$ cat src/rtl/keypad_pkg.sv
// Shared keypad definitions: row/column one-hot codes, named key codes, scanner states.
// Used by keypad_scanner and the downstream keypad letter FSM.
package keypad_pkg;

    localparam logic [3:0] ROW0 = 4'b1000;
    localparam logic [3:0] ROW1 = 4'b0100;
    localparam logic [3:0] ROW2 = 4'b0010;
    localparam logic [3:0] ROW3 = 4'b0001;

    localparam logic [3:0] COL0 = 4'b1000;
    localparam logic [3:0] COL1 = 4'b0100;
    localparam logic [3:0] COL2 = 4'b0010;
    localparam logic [3:0] COL3 = 4'b0001;

    localparam logic [7:0] KEY_SUBMIT_LETTER = 8'b00011000;  // R3C0
    localparam logic [7:0] KEY_CLEAR         = 8'b00010100;  // R3C1
    localparam logic [7:0] KEY_SUBMIT_WORD   = 8'b00010010;  // R3C2
    localparam logic [7:0] KEY_GAME_END      = 8'b00100001;  // R2C3

    typedef enum logic [1:0] {
        SCAN,
        DEBOUNCE,
        HELD
    } scan_state_e;

    function automatic logic is_onehot4(input logic [3:0] v);
        return (v != 4'd0) && ((v & (v - 4'd1)) == 4'd0);
    endfunction

    // R0 -> R1 -> R2 -> R3 -> R0, i.e. shift right with wrap.
    function automatic logic [3:0] rotate_row(input logic [3:0] r);
        return {r[0], r[3:1]};
    endfunction

endpackage

$ cat src/rtl/sync2.sv
// Parameterized-width two-flop synchronizer for asynchronous inputs.
module sync2 #(
    parameter int unsigned WIDTH = 4
) (
    input  logic             clk,
    input  logic             nRst,
    input  logic [WIDTH-1:0] d_i,
    output logic [WIDTH-1:0] q_o
);

    logic [WIDTH-1:0] meta_q;
    logic [WIDTH-1:0] sync_q;

    always_ff @(posedge clk or negedge nRst) begin
        if (!nRst) begin
            meta_q <= '0;
            sync_q <= '0;
        end else begin
            meta_q <= d_i;
            sync_q <= meta_q;
        end
    end

    assign q_o = sync_q;

endmodule

$ cat src/rtl/keypad_scanner.sv
// 4x4 matrix keypad scanner: row drive, column sampling, press/release debounce, press strobe.
// Optional auto-repeat strobes while a key is held: define KEYPAD_AUTOREPEAT_EN.
module keypad_scanner
    import keypad_pkg::*;
#(
    parameter int unsigned SCAN_DIV     = 16,
    parameter int unsigned DEBOUNCE_CNT = 1000,
    parameter int unsigned REPEAT_CNT   = 50000
) (
    input  logic       clk,
    input  logic       nRst,
    input  logic [3:0] col_in,
    output logic [3:0] row_out,
    output logic [7:0] cur_key,
    output logic       strobe,
    output logic       key_valid
);

    localparam int unsigned MaxAB    = (SCAN_DIV > DEBOUNCE_CNT) ? SCAN_DIV : DEBOUNCE_CNT;
    localparam int unsigned MaxParam = (MaxAB > REPEAT_CNT) ? MaxAB : REPEAT_CNT;
    localparam int unsigned CntW     = $clog2(MaxParam + 1);

    localparam logic [CntW-1:0] DwellLast = CntW'(SCAN_DIV - 1);
    localparam logic [CntW-1:0] DebLast   = CntW'(DEBOUNCE_CNT - 1);

    function automatic logic [CntW-1:0] sat_inc(input logic [CntW-1:0] v);
        return (v == {CntW{1'b1}}) ? v : v + CntW'(1);
    endfunction

    logic [3:0] col_s;

    sync2 #(
        .WIDTH(4)
    ) u_col_sync (
        .clk (clk),
        .nRst(nRst),
        .d_i (col_in),
        .q_o (col_s)
    );

    scan_state_e     state_q, state_d;
    logic [3:0]      row_q, row_d;
    logic [CntW-1:0] dwell_q, dwell_d;
    logic [CntW-1:0] deb_q, deb_d;
    logic [CntW-1:0] rel_q, rel_d;
    logic [7:0]      cand_q, cand_d;
    logic [7:0]      cur_key_q, cur_key_d;
    logic            strobe_q, strobe_d;
`ifdef KEYPAD_AUTOREPEAT_EN
    localparam logic [CntW-1:0] RepLast = CntW'(REPEAT_CNT - 1);
    logic [CntW-1:0] rep_q, rep_d;
`endif

    always_comb begin
        state_d   = state_q;
        row_d     = row_q;
        dwell_d   = dwell_q;
        deb_d     = deb_q;
        rel_d     = rel_q;
        cand_d    = cand_q;
        cur_key_d = cur_key_q;
        strobe_d  = 1'b0;
`ifdef KEYPAD_AUTOREPEAT_EN
        rep_d     = rep_q;
`endif
        unique case (state_q)
            SCAN: begin
                if (dwell_q == DwellLast) begin
                    dwell_d = '0;
                    // Zero or multi-column samples (ghosting) are ignored.
                    if (is_onehot4(col_s)) begin
                        cand_d  = {row_q, col_s};
                        deb_d   = '0;
                        state_d = DEBOUNCE;
                    end else begin
                        row_d = rotate_row(row_q);
                    end
                end else begin
                    dwell_d = sat_inc(dwell_q);
                end
            end
            DEBOUNCE: begin
                if (col_s == cand_q[3:0]) begin
                    if (deb_q >= DebLast) begin
                        cur_key_d = cand_q;
                        strobe_d  = 1'b1;
                        rel_d     = '0;
`ifdef KEYPAD_AUTOREPEAT_EN
                        rep_d     = '0;
`endif
                        state_d   = HELD;
                    end else begin
                        deb_d = sat_inc(deb_q);
                    end
                end else begin
                    deb_d   = '0;
                    dwell_d = '0;
                    row_d   = rotate_row(row_q);
                    state_d = SCAN;
                end
            end
            HELD: begin
                if (col_s == 4'd0) begin
`ifdef KEYPAD_AUTOREPEAT_EN
                    rep_d = '0;
`endif
                    if (rel_q >= DebLast) begin
                        cur_key_d = 8'd0;
                        rel_d     = '0;
                        dwell_d   = '0;
                        row_d     = rotate_row(row_q);
                        state_d   = SCAN;
                    end else begin
                        rel_d = sat_inc(rel_q);
                    end
                end else begin
                    // Any activity, even another column, restarts the release count.
                    rel_d = '0;
`ifdef KEYPAD_AUTOREPEAT_EN
                    if (rep_q >= RepLast) begin
                        rep_d    = '0;
                        strobe_d = 1'b1;
                    end else begin
                        rep_d = sat_inc(rep_q);
                    end
`endif
                end
            end
            default: begin
                state_d = SCAN;
            end
        endcase
    end

    always_ff @(posedge clk or negedge nRst) begin
        if (!nRst) begin
            state_q   <= SCAN;
            row_q     <= ROW0;
            dwell_q   <= '0;
            deb_q     <= '0;
            rel_q     <= '0;
            cand_q    <= 8'd0;
            cur_key_q <= 8'd0;
            strobe_q  <= 1'b0;
`ifdef KEYPAD_AUTOREPEAT_EN
            rep_q     <= '0;
`endif
        end else begin
            state_q   <= state_d;
            row_q     <= row_d;
            dwell_q   <= dwell_d;
            deb_q     <= deb_d;
            rel_q     <= rel_d;
            cand_q    <= cand_d;
            cur_key_q <= cur_key_d;
            strobe_q  <= strobe_d;
`ifdef KEYPAD_AUTOREPEAT_EN
            rep_q     <= rep_d;
`endif
        end
    end

    assign row_out   = row_q;
    assign cur_key   = cur_key_q;
    assign strobe    = strobe_q;
    assign key_valid = (cur_key_q != 8'd0);

endmodule

$ cat config.mk
export PLATFORM = sky130hd
export DESIGN_NAME = keypad_scanner
export DESIGN_NICKNAME = d
export VERILOG_FILES = /design/src/rtl/keypad_pkg.sv /design/src/rtl/sync2.sv /design/src/rtl/keypad_scanner.sv
export SDC_FILE = /design/constraint.sdc
export NUM_CORES = 1
export LEC_CHECK = 0
export CORE_UTILIZATION = 55
export CTS_CLUSTER_DIAMETER = 30
export CTS_CLUSTER_SIZE = 25
export DETAILED_ROUTE_END_ITERATION = 10
export GPL_TIMING_DRIVEN = 0
export PLACE_DENSITY = 0.71
export SYNTH_ARGS = -nofsm -noshare
export SYNTH_HDL_FRONTEND = slang
export SYNTH_SLANG_ARGS = --single-unit
$ cat constraint.sdc
create_clock -name clk -period 5.1 [get_ports clk]
set_input_delay 1.02 -clock clk [delete_from_list [all_inputs] [get_ports clk]]
set_output_delay 1.02 -clock clk [all_outputs]
set_load 0.05 [all_outputs]
==> results of run 1 <==
sequential cells by signal, indices dropped and copies added, names as in the netlist, 2 cells and up:
signal,count
dwell_q,16
cand_q,8
rel_q,16
cur_key,8
state_q,2
u_col_sync.meta_q,4
row_out,4
u_col_sync.q_o,4
deb_q,16
per-stage QoR:
stage | utilization | cells
floorplan | - | 378
global placement | 0.6243 | 493
detailed placement | 0.6279 | 494
CTS | 0.6556 | 510
global route | 0.6565 | 510
finish | 0.6565 | 510
routing by layer:
metal,track usage,part of all wire,vias up
li1,-,-,1489
met1,0.3242,0.48,1492
met2,0.3686,0.47,75
met3,0.06445,0.043,7
met4,0.07899,0.0075,0
met5,0,0,-
report_power, final:
group	leakage, nW	switching, W	internal [W]
clock network	0.0886	0.000238	0.000207
logic	0.788	0.000248	0.000168
registers	1.07	0.0000491	0.000674
cells in the final DEF, fill, tap and decap left out, types with 5 or more instances in the layout:
cell type	n
nor2_1	16
clkdlybuf4s50_1	18
mux2_2	16
o21ai_0	11
a31oi_1	15
clkbuf_1	6
o22ai_1	7
clkbuf_8	11
and3_1	5
and2_1	6
ha_1	7
a21oi_1	9
o41ai_1	5
dfrtp_1	78
o31ai_1	20
nor4_1	5
buf_2	8
nand4_1	7
nand3_1	19
inv_1	15
nand2_1	23
nor2b_1	15
cell families after synthesis:
kind of cell	after synthesis	synth area share
fa+ha+maj	7	0.02189
compound gates	98	0.1820
mux	23	0.06379
simple gates	131	0.1870
buf+inv	35	0.04002
flops	79	0.4944
xor+xnor	5	0.01094
worst max-delay path, cell delays in order, from the launching register on:
cell,delay [ns]
dfrtp_1,0.40
nor4_1,0.31
nand2_1,0.09
clkdlybuf4s50_1,0.71
area by class of cell:
cell class,count,area [µm²],area share
Timing Repair Buffer,20,215.2,0.04746
Inverter,17,63.81,0.01407
Clock buffer,11,151.4,0.03339
Multi-Input combinational cell,264,1869,0.4123
Buffer,18,96.34,0.02125
Tap cell,96,120.1,0.02649
Sequential cell,79,1978,0.4363
Clock inverter,5,40.04,0.008830
final timing paths:
path	to	start	cells past startpoint	slack [ns]
worst min-delay path	u_col_sync.q_o[3]	u_col_sync.meta_q[3]	0	0.35
worst max register to register	row_out[2]	state_q[0]	8	2.33
min in group asynchronous	dwell_q[11]	nRst	1	0.56
max in group asynchronous	row_out[3]	nRst	2	3.92
worst min register to register	u_col_sync.q_o[3]	u_col_sync.meta_q[3]	0	0.35
worst max-delay path	key_valid	cur_key[5]	3	2.22
==> impl_metrics.env, run 1 <==
export IMPL_dpl_cell_area_um2=4337
export IMPL_die_w_um=87.30
export IMPL_cts_buffer_depth=2
export IMPL_clk_transition_reported_paths_ns=0.08
export IMPL_rsz0062_at_grt="no"
export IMPL_n_fill_cell=570
export IMPL_grt_pass1_wl_um=13860
export IMPL_startpoint_type="flop"
export IMPL_period_needed_ns=2.882
export IMPL_io_pins=20
export IMPL_rows=30
export IMPL_grt_remaining_overflow=0
export IMPL_cap_viol_max_count=0
export IMPL_dp_hpwl_um=5667
export IMPL_grt_pass1_vias=2909
export IMPL_synth_most_common_cell="dfrtp_1"
export IMPL_ys_warn_count=0
export IMPL_gp_congestion=0.8159
export IMPL_skew_ns=0.007840
export IMPL_grt_start_max_net_pins=57
export IMPL_ys_ff_latch=79
export IMPL_cts_sinks=79
export IMPL_setup_viol=0
export IMPL_vias_per_cell=6.006
export IMPL_drt_pre_antenna_iters=5
export IMPL_num_antenna_cells=0
export IMPL_cp_arrival_ns=1.86
export IMPL_cts_buffers=9
export IMPL_cellLeakagePower_nw=1.946
export IMPL_routedWlPerCell_um=16.01
export IMPL_postCtsHoldBufs=0
export IMPL_num_vias=3063
export IMPL_drive_gt1_frac=0.1522
export IMPL_tns_ns=0
export IMPL_async_flop_share=1.000
export IMPL_synth_flop_cell="dfrtp_1"
export IMPL_fin_hold_ws_ns=0.3514
export IMPL_peakVddDrop_mv=0.2002
export IMPL_power_density_nw_per_um2=349.3
export IMPL_status="finished clean"
export IMPL_synthTopCellsByArea="dfrtp_1, mux2_2, o31ai_1, nand3_1, a31oi_1"
export IMPL_clkLatencyLatePin_ns=0.36
export IMPL_final_cell_area_um2=4534
export IMPL_finalPower_w=0.001584
export IMPL_coreArea_um2=6907
export IMPL_place_ws_ns=2.339
export IMPL_drc=0
export IMPL_cts_setup_buffers=0
export IMPL_syn_area_per_cell_um2=10.59
export IMPL_max_slew_margin=0.4305
export IMPL_fin_crit_sh=0.5652
export IMPL_synthCells=378
export IMPL_timing_fmax_ghz=0.3469
export IMPL_setup_slack_ns=2.218
export IMPL_drt_iter0_markers=192
export IMPL_syn_cell_area_um2=4001
export IMPL_floorplan_die_area_um2=7620
export IMPL_synth_common_cells="dfrtp_1, nand2_1, o31ai_1, nand3_1"
export IMPL_endpoint_kind="output port"
export IMPL_ant_nets=0
export IMPL_antenna_found_initial=0
export IMPL_cp_max_fo=3
export IMPL_grt_usage=0.2378
export IMPL_tightest_slew_ns=0.8472
export IMPL_cts_repair_resize_count=0
export IMPL_cts_tree="done"
export IMPL_finalMaxSlewViolations=0
export IMPL_synth_net_count=391
export IMPL_fin_nets=422
export IMPL_worstPathRequired_ns=4.08
export IMPL_synth_seq_area_share=0.4944
export IMPL_hold_path_class="flop to flop"
export IMPL_die_y_um=87.30
export IMPL_cts_max_level=3
export IMPL_syn_to_final_growth_pct=13.32
export IMPL_finalHoldViolations=0
export IMPL_synth_top_area_cell="dfrtp_1"
export IMPL_synth_top_area_share=0.4878
export IMPL_wirelength_um=8163
export IMPL_start_util=0.5793
export IMPL_synth_edf_count=0
export IMPL_port_buffers=19
export IMPL_synth_cell_types=62
export IMPL_crit_type="flop to output port"
export IMPL_root_buffer="clkbuf_8"
No activity file was read; power rests on OpenSTA's default activity.
==> run 2, diff against run 1 <==
Clock period 5.1 ns to 3 ns, I/O delays scaled along.
==> results of run 2 <==
The final DEF is identical to that of run 1. Status: finished clean.
Main changes from that run: setup slack after placement 2.339 ns -> 0.2393 ns; clock-pin slew on the worst setup and hold paths 0.08 ns -> 0.09 ns; setup slack after layout 2.218 ns -> 0.2328 ns; hold slack 0.3514 ns -> 0.1400 ns; start point of the critical path cur_key[5] -> state_q[0]; end point of the critical path key_valid -> row_out[2]; register-to-register setup slack 2.33 ns -> 0.23 ns; total power 0.001584 W -> 0.002692 W; worst IR drop on VDD 0.2002 mV -> 0.3403 mV
